## config.mk

```make
export PLATFORM = sky130hd
export DESIGN_NAME = s3_inc8_unit
export DESIGN_NICKNAME = d
export VERILOG_FILES = /design/src/rtl/s3_inc8_unit.sv
export SDC_FILE = /design/constraint.sdc
export NUM_CORES = 1
export LEC_CHECK = 0
export ABC_AREA = 1
export BUFFER_PORTS_ARGS = -buffer_cell sky130_fd_sc_hd__buf_2
export CORE_UTILIZATION = 25
export CTS_BUF_LIST = sky130_fd_sc_hd__clkbuf_4 sky130_fd_sc_hd__clkbuf_8 sky130_fd_sc_hd__clkbuf_16
export CTS_CLUSTER_DIAMETER = 150
export DETAILED_ROUTE_END_ITERATION = 12
export RECOVER_POWER = 50
export SLEW_MARGIN = 0
export SYNTH_ARGS = -nofsm -noshare
export SYNTH_HDL_FRONTEND = slang
export SYNTH_SLANG_ARGS = --single-unit
export TNS_END_PERCENT = 20
```

## constraint.sdc

```tcl
create_clock -name clk -period 1.75 [get_ports clk]
set_input_delay 0.35 -clock clk [delete_from_list [all_inputs] [get_ports clk]]
set_output_delay 0.35 -clock clk [all_outputs]
set_load 0.005 [all_outputs]
```

## src/rtl/s3_inc8_unit.sv

```systemverilog
// s3_inc8_unit: 8-bit incrementer (x = a + 1 mod 256) with carry-out and registered copies.
// Optional macro S3_INC8_CHECK_EN adds a sticky self-check flag on err; otherwise err is tied low.
module s3_inc8_unit (
  input  logic       clk,
  input  logic       rst,
  input  logic [7:0] a,
  output logic [7:0] x,
  output logic       co,
  output logic [7:0] x_q,
  output logic       co_q,
  output logic       err
);

  logic       w_lp1;
  logic       w_lp2;
  logic       w_lp3;
  logic       w_p0;
  logic       w_hp5;
  logic       w_hp6;
  logic       w_hp7;
  logic       w_gh;
  logic [7:0] w_x;
  logic       w_co;
  logic [7:0] r_x;
  logic       r_co;

  // Two 4-bit lookahead groups; the high group never waits on a chain longer than four ANDs.
  assign w_lp1 = a[0];
  assign w_lp2 = a[0] & a[1];
  assign w_lp3 = a[0] & a[1] & a[2];
  assign w_p0  = &a[3:0];

  assign w_hp5 = a[4];
  assign w_hp6 = a[4] & a[5];
  assign w_hp7 = a[4] & a[5] & a[6];
  assign w_gh  = &a[7:4];

  assign w_x[0] = ~a[0];
  assign w_x[1] = a[1] ^ w_lp1;
  assign w_x[2] = a[2] ^ w_lp2;
  assign w_x[3] = a[3] ^ w_lp3;
  assign w_x[4] = a[4] ^ w_p0;
  assign w_x[5] = a[5] ^ (w_p0 & w_hp5);
  assign w_x[6] = a[6] ^ (w_p0 & w_hp6);
  assign w_x[7] = a[7] ^ (w_p0 & w_hp7);
  assign w_co   = w_p0 & w_gh;

  assign x  = w_x;
  assign co = w_co;

  always_ff @(posedge clk) begin
    if (rst) begin
      r_x  <= 8'h00;
      r_co <= 1'b0;
    end else begin
      r_x  <= w_x;
      r_co <= w_co;
    end
  end

  assign x_q  = r_x;
  assign co_q = r_co;

`ifdef S3_INC8_CHECK_EN
  logic [7:0] w_ref;
  logic       w_bad;
  logic       r_err;

  // Behavioural reference guards the structural carry network; any disagreement latches until reset.
  assign w_ref = a + 8'd1;
  assign w_bad = (w_x != w_ref) || (w_co != (a == 8'hFF));

  always_ff @(posedge clk) begin
    if (rst) begin
      r_err <= 1'b0;
    end else if (w_bad) begin
      r_err <= 1'b1;
    end
  end

  assign err = r_err;
`else
  assign err = 1'b0;
`endif

endmodule

```

==> results of run 1 <==
==> sequential cells by signal (all words and copies together) (netlist names) <==
register  flops
co_q          1
x_q           8
==> through the flow <==
stage,instance area [µm²],utilization (%)
finish,614.3,40.31
floorplan,414.1,-
CTS,618.1,40.56
detailed placement,573.1,37.60
global placement,573.1,37.60
global route,614.3,40.31
==> repair_timing <==
action | CTS | global route
pin swaps | 0 | 1
buffers inserted | 0 | 1
endpoints found under the hold margin | 0 | 0
setup endpoints to repair | 1 | 1
resized for setup | 3 | 2
==> logic make-up after synthesis <==
group	Yosys count	share of synthesized area, %
buffers and inverters	14	13.59
AOI/OAI and AO/OA	3	3.624
adders and majority gates	3	9.064
other	1	0.9055
DFF	9	43.50
and+or+nand+nor	23	29.30
==> final timing paths <==
check	to	cells past startpoint	start
setup / recovery	x[5]	9	a[0]
hold / removal	x_q[0]	2	a[0]
==> layout make-up <==
class / instances / area share (%)
Multi-Input combinational cell: 30 / 30.14
Sequential cell: 9 / 29.33
Timing Repair Buffer: 30 / 25.05
Inverter: 12 / 7.332
Clock buffer: 4 / 4.888
Tap cell: 16 / 3.259
==> routing by layer <==
layer / global-route usage [%] / part of all wire, % / vias to the layer above
met5: 0 / 0 / -
met4: 13.13 / 5.4 / 0
met3: 2.553 / 5.1 / 4
met2: 14.85 / 48 / 16
met1: 10.21 / 41 / 166
li1: - / - / 215
==> cell usage after synthesis <==
| cell type | number |
|---|---|
| or2_1 | 1 |
| nand2_1 | 6 |
| dfxtp_1 | 9 |
| nand3_1 | 1 |
| nand2_2 | 4 |
| or2_2 | 1 |
| a21oi_1 | 2 |
| clkbuf_1 | 1 |
| nor2_2 | 2 |
| inv_1 | 12 |
| buf_4 | 1 |
| conb_1 | 1 |
| o21ai_0 | 1 |
| nor2_1 | 6 |
| nor2_4 | 1 |
| nand3_2 | 1 |
| ha_1 | 3 |
==> power breakdown <==
part	switching (W)	internal, W
registers	0.00000199	0.000217
logic	0.0000412	0.0000404
clock network	0.0000672	0.000103
==> results_tabular.tex, run 1 <==
\begin{tabular}{lr}
\hline
Metric & Value \\
\hline
\multicolumn{2}{l}{\textbf{Place}} \\
\quad Placed cell count & 96 \\
\quad DP Wirelength & 671.6 µm \\
\quad Pre-CTS setup slack & -0.02519 ns \\
\quad RePlAce Congestion & 0.7299 \\
\quad Number of input and output port buffers inserted & 27 \\
\multicolumn{2}{l}{\textbf{Timing}} \\
\quad Final setup vio count & 0 \\
\quad Min cycle time layout & 1.685 ns \\
\quad Final cycle utilization of the critical path & 96.29\% \\
\quad Final-report hold violation count & 0 \\
\quad RSZ-0062 raised after global routing & no \\
\quad Max Transition Viols Final & 0 \\
\quad Maximum clock frequency & 593.5 MHz \\
\quad Final-layout setup total negative slack & 0 ns \\
\quad Worst Hold Slack & 0.2935 ns \\
\quad Final setup slack of the worst path & 0.06497 ns \\
\multicolumn{2}{l}{\textbf{Worst setup path}} \\
\quad Critical Path Source Type & input port \\
\quad Largest delay contributor family on the critical path & simple AND/OR/NAND/NOR gates \\
\quad Largest stage delay on the critical path & 0.28 ns \\
\quad Arrival time at the worst endpoint & 1.34 ns \\
\quad Worst Path Class, Setup & input port to output pin \\
\quad Endpoint required time on the critical path & 1.40 ns \\
\quad Crit end category & output pin \\
\quad Worst Path Max Fanout & 3 \\
\quad Max stage delay cell, worst path & or2\_2 \\
\quad Number of buffers and inverters on the critical path & 4 \\
\quad Cell-by-cell listing of the critical path & buf\_4 -> ha\_4 -> inv\_2 -> nor2\_4 -> ha\_2 -> inv\_1 -> or2\_2 -> nand2\_1 -> buf\_2 \\
\multicolumn{2}{l}{\textbf{Logic synthesis}} \\
\quad Cell taking the most area after synthesis & dfxtp\_1 \\
\quad Net Count, Synth & 66 \\
\quad Post-synthesis instance total & 53 \\
\quad Number of synthesis warnings & 0 \\
\quad Count of different cell masters after synthesis & 17 \\
\quad Synthesized area per cell & 7.814 µm² \\
\quad Number of synthesized register bits & 9 \\
\quad Main area contributors after synthesis & dfxtp\_1, inv\_1, ha\_1, nand2\_2, nand2\_1 \\
\quad Area of the mapped netlist & 414.1 µm² \\
\quad Post-synthesis sequential area ratio & 43.50\% \\
\quad Top cell type's share of synthesized area & 43.50\% \\
\multicolumn{2}{l}{\textbf{Cells and area}} \\
\quad Net total in the final layout & 99 \\
\quad Antenna Diode Count & 0 \\
\quad Total of fill cells in the finished design & 179 \\
\quad Most common library cell in the layout ignoring fill and taps & buf\_2 \\
\quad Layout cell share with drive strength beyond 1 & 48.24\% \\
\quad Area Growth Syn to Fin & 48.34\% \\
\quad Commonest cells after routing, fill and taps aside & buf\_2, inv\_1, dfxtp\_1, nand2\_1, nor2\_1 \\
\quad Register area & 180.2 µm² \\
\quad Non-Filler Instances & 101 \\
\quad Area taken by multi-input logic gates & 185.2 µm² \\
\multicolumn{2}{l}{\textbf{Power and ir drop}} \\
\quad Power per cell area & 765.9 nW/µm² \\
\quad Total leakage power & 0.3574 nW \\
\quad Overall Power & 0.0004705 W \\
\quad Worst voltage drop across the vdd grid & 0.0003349 V \\
\multicolumn{2}{l}{\textbf{Route}} \\
\quad Final wirelength & 791 µm \\
\quad Count of routing violations after the opening detailed-route iteration & 3 \\
\quad Via count of the routed design & 401 \\
\quad Remaining DRCs & 0 \\
\quad Average wire length per cell after detail routing & 7.832 µm \\
\quad TritonRoute pass-1 iters & 2 \\
\quad Post-route ant nets & 0 \\
\quad Number of vias per cell & 3.970 \\
\multicolumn{2}{l}{\textbf{Global route}} \\
\quad Antenna violations before repair & 0 \\
\quad Aggregate global-route resource usage & 10.11\% \\
\quad Largest net degree at the start of global routing & 10 \\
\quad First-pass GRT wire length & 1.269 mm \\
\quad Total grt overflow & 0 \\
\quad Number of global-route vias before repair & 332 \\
\multicolumn{2}{l}{\textbf{CTS}} \\
\quad Number of clock buffers inserted by TritonCTS & 3 \\
\quad TritonCTS clock tree & yes \\
\quad Sink Count & 9 \\
\quad Clock root buffer master & clkbuf\_4 \\
\quad Bufs on Longest Clock Path & 2 \\
\quad Number of H-tree branching levels & 1 \\
\quad Hold-fix buffers, CTS & 0 \\
\quad Clock-pin slew on the worst setup and hold paths & 0.06 ns \\
\multicolumn{2}{l}{\textbf{Floorplanning}} \\
\quad Die boundary width & 42.70 µm \\
\quad Area enclosed by the die boundary & 1823 µm² \\
\quad Die extent in y & 42.70 µm \\
\quad Starting utilization of the core area & 27.18\% \\
\quad Number of cell rows & 14 \\
\quad Top-Level Pins & 29 \\
\quad Core region area & 1524 µm² \\
\multicolumn{2}{l}{\textbf{Status}} \\
\quad Outcome & finished, final reports clean \\
\multicolumn{2}{l}{\textbf{Min path}} \\
\quad Hold/Removal Path Class & input port to register \\
\multicolumn{2}{l}{\textbf{Flow run}} \\
\quad Number of max-cap violations & 0 \\
\hline
\end{tabular}
(Power assumes the default switching activity.)
==> inputs of run 2 (changes only) <==
ABC_AREA = default   (was 1)
==> results_tabular.tex, run 2 <==
\begin{tabular}{lr}
\hline
Metric & Value \\
\hline
\multicolumn{2}{l}{\textbf{Floorplanning}} \\
\quad Starting utilization of the core area & 27.01\% (-0.16 points) \\
\quad Die boundary width & 42.58 µm (-0.28\%) \\
\quad Number of cell rows & 14 (unchanged) \\
\quad Core region area & 1524 µm² (unchanged) \\
\quad Area enclosed by the die boundary & 1813 µm² (-0.56\%) \\
\quad Die extent in y & 42.58 µm (-0.28\%) \\
\quad Top-Level Pins & 29 (unchanged) \\
\multicolumn{2}{l}{\textbf{Route}} \\
\quad Via count of the routed design & 349 (-13\%) \\
\quad Number of vias per cell & 4.155 (+4.6\%) \\
\quad Remaining DRCs & 0 (unchanged) \\
\quad TritonRoute pass-1 iters & 4 (+2) \\
\quad Final wirelength & 753 µm (-4.8\%) \\
\quad Top layer in use & met3 \\
\quad Routed wl met3 & 64 µm (+60\%) \\
\quad Post-route ant nets & 0 (unchanged) \\
\quad Met2 layer wire length in the routed design & 334 µm (-13\%) \\
\quad Average wire length per cell after detail routing & 8.964 µm (+14\%) \\
\quad Detailed-route wire length on metal 1 & 354 µm (+9.6\%) \\
\quad Count of routing violations after the opening detailed-route iteration & 1 (-2) \\
\multicolumn{2}{l}{\textbf{Cells and area}} \\
\quad Layout cell share with drive strength beyond 1 & 52.94\% (+4.7 points) \\
\quad Most common library cell in the layout ignoring fill and taps & buf\_2 \\
\quad Final core utilization & 38.26\% (-2.1 points) \\
\quad Area Growth Syn to Fin & 41.64\% \\
\quad Number of flip-flops in the largest register & 8 (unchanged) \\
\quad Net total in the final layout & 82 (-17\%) \\
\quad Antenna Diode Count & 0 (unchanged) \\
\quad Commonest cells after routing, fill and taps aside & buf\_2, dfxtp\_1, and2b\_1, xor2\_1, clkbuf\_4 \\
\multicolumn{2}{l}{\textbf{Logic synthesis}} \\
\quad Number of synthesis warnings & 0 (unchanged) \\
\quad Number of enable-type register cells in the synthesized netlist & 0 (unchanged) \\
\quad Main flop type after synthesis & dfxtp\_1 \\
\quad Area share of fa/ha/maj cells after synthesis & 9.119\% (+0.055 points) \\
\quad Post-synthesis share of cell area spent on xor and xnor gates & 8.511\% (+8.5 points) \\
\quad Complex-gate fraction of the synthesized area & 0\% (-3.6 points) \\
\quad Number of synthesized register bits & 9 (unchanged) \\
\quad Top cell type's share of synthesized area & 43.77\% (+0.26 points) \\
\quad Count of different cell masters after synthesis & 19 (+2) \\
\quad Post-synthesis instance total & 39 (-26\%) \\
\quad Simple-Gate Fraction of Synth Area & 26.44\% (-2.9 points) \\
\quad Most instantiated library cell after synthesis & dfxtp\_1 \\
\quad Multiplexer share of the synthesized area & 6.383\% (+6.4 points) \\
\quad Most common library cells after synthesis & dfxtp\_1, and2b\_1, xor2\_1 \\
\quad Main combinational cell family by area after synthesis & simple AND/OR/NAND/NOR gates \\
\quad Post-synthesis async set-or-reset flop share & 0\% (unchanged) \\
\quad Net Count, Synth & 52 (-21\%) \\
\quad Main area contributors after synthesis & dfxtp\_1, and2b\_1, ha\_1, xor2\_1, mux2\_4 \\
\quad Synthesized area per cell & 10.56 µm² (+35\%) \\
\quad Cell taking the most area after synthesis & dfxtp\_1 \\
\quad Post-synthesis sequential area ratio & 43.77\% (+0.26 points) \\
\quad Area of the mapped netlist & 411.6 µm² (-0.60\%) \\
\multicolumn{2}{l}{\textbf{Power and ir drop}} \\
\quad Net switching power & 0.0001090 W (-1.3\%) \\
\quad Proportion of power drawn by flip-flops and latches & 46.7\% (+0.2 points) \\
\quad Switch share & 23.21\% (-0.26 points) \\
\quad Worst voltage drop across the vdd grid & 0.0003401 V (+1.6\%) \\
\quad Total leakage power & 0.3280 nW (-8.2\%) \\
\quad Fraction of power consumed by the clock network & 37.4\% (+1.2 points) \\
\quad Internal power & 0.0003608 W (+0.18\%) \\
\quad Fraction of power consumed by combinational cells & 16.0\% (-1.4 points) \\
\quad Power per cell area & 805.8 nW/µm² (+5.2\%) \\
\multicolumn{2}{l}{\textbf{Place}} \\
\quad DP Wirelength & 605.4 µm (-9.9\%) \\
\quad Pre-CTS setup slack & 0.03083 ns (+0.05602 ns) \\
\quad RePlAce Congestion & 0.6365 (-13\%) \\
\quad Number of input and output port buffers inserted & 27 (unchanged) \\
\multicolumn{2}{l}{\textbf{Worst setup path}} \\
\quad Critical Path Source Type & input port \\
\quad Worst Path Class, Setup & input port to output pin \\
\quad Crit end category & output pin \\
\quad Endpoint required time on the critical path & 1.40 ns (about the same) \\
\quad Worst Path Max Fanout & 3 (unchanged) \\
\quad Arrival time at the worst endpoint & 1.33 ns (about the same) \\
\multicolumn{2}{l}{\textbf{CTS}} \\
\quad Number of clock buffers inserted by TritonCTS & 3 (unchanged) \\
\quad Bufs on Longest Clock Path & 2 (unchanged) \\
\quad Number of H-tree branching levels & 1 (unchanged) \\
\quad Number of gates resized after cts & 0 (-3) \\
\quad TritonCTS clock tree & yes \\
\quad Clock-pin slew on the worst setup and hold paths & 0.06 ns (about the same) \\
\quad Setup Fix Bufs, Post-CTS & 0 (unchanged) \\
\quad Hold-fix buffers, CTS & 0 (unchanged) \\
\quad Clock root buffer master & clkbuf\_4 \\
\quad Sink Count & 9 (unchanged) \\
\multicolumn{2}{l}{\textbf{Timing}} \\
\quad Final setup vio count & 0 (unchanged) \\
\quad Final cycle utilization of the critical path & 95.74\% (-0.55 points) \\
\quad Maximum clock frequency & 596.9 MHz (+0.58\%) \\
\quad Final-layout setup total negative slack & 0 ns (unchanged) \\
\quad Final setup slack of the worst path & 0.07460 ns (+0.009637 ns) \\
\quad Final-report hold violation count & 0 (unchanged) \\
\quad RSZ-0062 raised after global routing & no \\
\quad Min cycle time layout & 1.675 ns (-0.009637 ns) \\
\quad Max Transition Viols Final & 0 (unchanged) \\
\multicolumn{2}{l}{\textbf{Global route}} \\
\quad Antenna violations before repair & 0 (unchanged) \\
\quad Number of global-route vias before repair & 285 (-14\%) \\
\quad Largest net degree at the start of global routing & 12 (+2) \\
\quad First-pass GRT wire length & 1.110 mm (-13\%) \\
\quad Aggregate global-route resource usage & 8.599\% (-1.5 points) \\
\quad Total grt overflow & 0 (unchanged) \\
\multicolumn{2}{l}{\textbf{Min path}} \\
\quad Endpoint of the worst hold path & x\_q[0] \\
\quad Hold path depth & 2 (unchanged) \\
\quad Min-Delay Startpoint & a[0] \\
\quad Hold/Removal Path Class & input port to register \\
\multicolumn{2}{l}{\textbf{Flow run}} \\
\quad Number of max-cap violations & 0 (unchanged) \\
\multicolumn{2}{l}{\textbf{Status}} \\
\quad Outcome & finished, final reports clean \\
\hline
\end{tabular}
## run 2: changes by cell type in the layout (fill, tap and decap cells not counted), moves of 2 or more
| cell | before | now |
|---|---|---|
| nand2_1 | 7 | 0 |
| inv_1 | 11 | 1 |
| xor2_1 | 0 | 4 |
| and2b_1 | 0 | 5 |
| clkbuf_1 | 3 | 1 |
| nand2_2 | 3 | 0 |
| ha_1 | 1 | 3 |
| buf_4 | 3 | 0 |
| nor2b_1 | 0 | 2 |
| nor2_1 | 6 | 3 |
| a21oi_1 | 2 | 0 |
| buf_2 | 24 | 26 |
## run 2: worst max-delay path by stage
| stage | to | cells after the start | startpoint |
|---|---|---|---|
| 6_report | x[5] | 7 | a[0] |
| 4_1_cts | x[5] | 7 | a[0] |
| 5_1_grt | x[5] | 7 | a[0] |
| 3_3_place_gp | x[5] | 7 | a[0] |
| 2_1_floorplan | x[5] | 5 | a[0] |
| 3_5_place_dp | x[5] | 7 | a[0] |
## run 2: kinds of logic after synthesis
logic type,Yosys count
and+or+nand+nor,16
DFF,9
xor gates and xnor gates,4
buffers and inverters,4
adders and majority gates,3
muxes,2
other,1
## run 2: layer usage
layer | vias to the layer above | global-route usage, %
met2 | 17 | 12.00
li1 | 180 | -
met1 | 152 | 10.50
met3 | 0 | 3.879
met5 | - | 0
met4 | 0 | 5.625
## run 2: cell type report
cell class / count / area (µm²)
Fill cell: 164 / 940.9
Inverter: 2 / 7.507
Tap cell: 16 / 20.02
Sequential cell: 9 / 180.2
Timing Repair Buffer: 27 / 133.9
Multi-Input combinational cell: 26 / 211.5
Clock buffer: 4 / 30.03
## run 2: critical path, stage by stage
cell	delay, ns
buf_2	0.11
ha_1	0.23
nand3_2	0.10
inv_2	0.04
ha_1	0.18
xor2_1	0.17
buf_2	0.14
## run 2: power groups by stage
stage	clock, W	combinational (W)	sequential [W]
5_1_grt	0.000192	0.0000836	0.000220
4_1_cts	0.000181	0.0000772	0.000219
3_3_place_gp	0	0.0000759	0.000224
6_report	0.000176	0.0000751	0.000219
3_5_place_dp	0	0.0000769	0.000224
2_1_floorplan	0	0.0000345	0.000226
## run 2: through the flow
stage / instances / instance area, µm² / power, W / hold slack [ns]
floorplan: 39 / 411.6 / 0.0002609 / 0.4224
global placement: 80 / 554.3 / 0.0002997 / 0.5488
detailed placement: 80 / 554.3 / 0.0003009 / 0.5488
CTS: 84 / 584.3 / 0.0004778 / 0.2754
global route: 84 / 583.1 / 0.0004954 / 0.2860
finish: 84 / 583.1 / 0.0004698 / 0.2819
==> inputs of run 3 (changes only) <==
MAX_ROUTING_LAYER = met4   (was default)
==> results_tabular.tex, run 3 (synthesized netlist as in run 2, its figures left out) <==
\begin{tabular}{lr}
\hline
Metric & Value \\
\hline
\multicolumn{2}{l}{\textbf{Status}} \\
\quad Outcome & finished, final reports clean \\
\multicolumn{2}{l}{\textbf{Min path}} \\
\quad Hold/Removal Path Class & input port to register \\
\multicolumn{2}{l}{\textbf{Global route}} \\
\quad Aggregate global-route resource usage & 9.107\% (+0.51 points) \\
\quad First-pass GRT wire length & 1.124 mm (+1.3\%) \\
\quad Antenna violations before repair & 0 (unchanged) \\
\quad Largest net degree at the start of global routing & 12 (unchanged) \\
\quad Total grt overflow & 0 (unchanged) \\
\quad Number of global-route vias before repair & 278 (-2.5\%) \\
\multicolumn{2}{l}{\textbf{Place}} \\
\quad DP Wirelength & 605.4 µm (unchanged) \\
\quad Placed standard-cell area & 554.3 µm² (unchanged) \\
\quad RePlAce Congestion & 0.6418 (+0.83\%) \\
\quad Number of input and output port buffers inserted & 27 (unchanged) \\
\multicolumn{2}{l}{\textbf{CTS}} \\
\quad Number of gates resized after cts & 0 (unchanged) \\
\quad Bufs on Longest Clock Path & 2 (unchanged) \\
\quad Number of clock buffers inserted by TritonCTS & 3 (unchanged) \\
\quad Clock-pin slew on the worst setup and hold paths & 0.06 ns (about the same) \\
\quad Hold-fix buffers, CTS & 0 (unchanged) \\
\quad Number of H-tree branching levels & 1 (unchanged) \\
\quad Setup Fix Bufs, Post-CTS & 0 (unchanged) \\
\quad Sink Count & 9 (unchanged) \\
\quad TritonCTS clock tree & yes \\
\quad Clock root buffer master & clkbuf\_4 \\
\multicolumn{2}{l}{\textbf{Timing}} \\
\quad Final cycle utilization of the critical path & 95.74\% (about the same) \\
\quad Max Transition Viols Final & 0 (unchanged) \\
\quad Final-layout setup total negative slack & 0 ns (unchanged) \\
\quad Min cycle time layout & 1.675 ns (-0.0000001000 ns) \\
\quad Final-report hold violation count & 0 (unchanged) \\
\quad RSZ-0062 raised after global routing & no \\
\quad Maximum clock frequency & 596.9 MHz (unchanged) \\
\quad Final setup vio count & 0 (unchanged) \\
\multicolumn{2}{l}{\textbf{Floorplanning}} \\
\quad Core region area & 1524 µm² (unchanged) \\
\quad Die boundary width & 42.58 µm (unchanged) \\
\quad Die extent in y & 42.58 µm (unchanged) \\
\quad Number of cell rows & 14 (unchanged) \\
\quad Starting utilization of the core area & 27.01\% (unchanged) \\
\quad Area enclosed by the die boundary & 1813 µm² (unchanged) \\
\quad Top-Level Pins & 29 (unchanged) \\
\multicolumn{2}{l}{\textbf{Worst setup path}} \\
\quad Worst Path Max Fanout & 3 (unchanged) \\
\quad Worst Path Class, Setup & input port to output pin \\
\quad Endpoint required time on the critical path & 1.40 ns (about the same) \\
\quad Critical Path Source Type & input port \\
\quad Arrival time at the worst endpoint & 1.33 ns (about the same) \\
\quad Crit end category & output pin \\
\multicolumn{2}{l}{\textbf{Route}} \\
\quad Post-route ant nets & 0 (unchanged) \\
\quad Met2 layer wire length in the routed design & 334 µm (unchanged) \\
\quad Top layer in use & met3 \\
\quad Final wirelength & 753 µm (unchanged) \\
\quad Average wire length per cell after detail routing & 8.964 µm (unchanged) \\
\quad Count of routing violations after the opening detailed-route iteration & 1 (unchanged) \\
\quad Remaining DRCs & 0 (unchanged) \\
\quad Routed wl met3 & 65 µm (+1.6\%) \\
\quad Via count of the routed design & 349 (unchanged) \\
\quad TritonRoute pass-1 iters & 4 (unchanged) \\
\quad Detailed-route wire length on metal 1 & 353 µm (-0.28\%) \\
\quad Number of vias per cell & 4.155 (unchanged) \\
\multicolumn{2}{l}{\textbf{Cells and area}} \\
\quad Number of flip-flops in the largest register & 8 (unchanged) \\
\quad Area Growth Syn to Fin & 41.64\% (unchanged) \\
\quad Total of fill cells in the finished design & 164 (unchanged) \\
\quad Commonest cells after routing, fill and taps aside & buf\_2, dfxtp\_1, and2b\_1, xor2\_1, clkbuf\_4 \\
\quad Most common library cell in the layout ignoring fill and taps & buf\_2 \\
\quad Final core utilization & 38.26\% (unchanged) \\
\quad Antenna Diode Count & 0 (unchanged) \\
\quad Layout cell share with drive strength beyond 1 & 52.94\% (unchanged) \\
\quad Finished layout cell area & 583.1 µm² (unchanged) \\
\quad Net total in the final layout & 82 (unchanged) \\
\multicolumn{2}{l}{\textbf{Power and ir drop}} \\
\quad Worst voltage drop across the vdd grid & 0.0003401 V (about the same) \\
\quad Power per cell area & 805.8 nW/µm² (about the same) \\
\quad Total leakage power & 0.3280 nW (unchanged) \\
\multicolumn{2}{l}{\textbf{Flow run}} \\
\quad Number of max-cap violations & 0 (unchanged) \\
\hline
\end{tabular}
-- run 3: cell counts in the layout (fill, tap and decap cells not counted) --
Identical to the previous run, type by type.
-- run 3: through the flow --
stage / hold slack (ns) / worst slack [ns] / std cells / power (W)
after CTS: 0.2754 / 0.03057 / 84 / 0.0004778
after detailed placement: 0.5488 / 0.03083 / 80 / 0.0003009
after floorplan: 0.4224 / 0.3431 / 39 / 0.0002609
after global placement: 0.5488 / 0.04893 / 80 / 0.0002997
after global routing: 0.2809 / 0.002147 / 84 / 0.0004983
final: 0.2819 / 0.07460 / 84 / 0.0004698
-- run 3: final timing paths --
check	start	to	slack, ns	depth (start not counted)
worst max-delay path	a[0]	x[5]	0.07	7
worst min-delay path	a[0]	x_q[0]	0.28	2
-- run 3: layout make-up --
type | instances | area (µm²) | share of cell area, %
flip-flops and latches | 9 | 180.2 | 30.90
inverters | 2 | 7.507 | 1.288
clock buffers | 4 | 30.03 | 5.150
repair buffers | 27 | 133.9 | 22.96
multi-input cells | 26 | 211.5 | 36.27
well taps | 16 | 20.02 | 3.433
-- run 3: report_power, final --
| group | internal, W | switching [W] |
|---|---|---|
| sequential | 0.000217 | 0.00000232 |
| combinational | 0.0000405 | 0.0000345 |
| clock | 0.000103 | 0.0000722 |
| total | 0.000361 | 0.000109 |
-- run 3: critical path, cell delays in order --
cell and delay, ns:
buf_2 0.11, ha_1 0.23, nand3_2 0.10, inv_2 0.04
ha_1 0.18, xor2_1 0.17, buf_2 0.14
-- run 3: per-layer routing --
metal  vias to the layer above  global-route usage, %
li1                        180                      -
met1                       152                  10.50
met2                        17                  12.00
met3                         0                  5.172
met4                         0                  5.625
met5                         -                      -
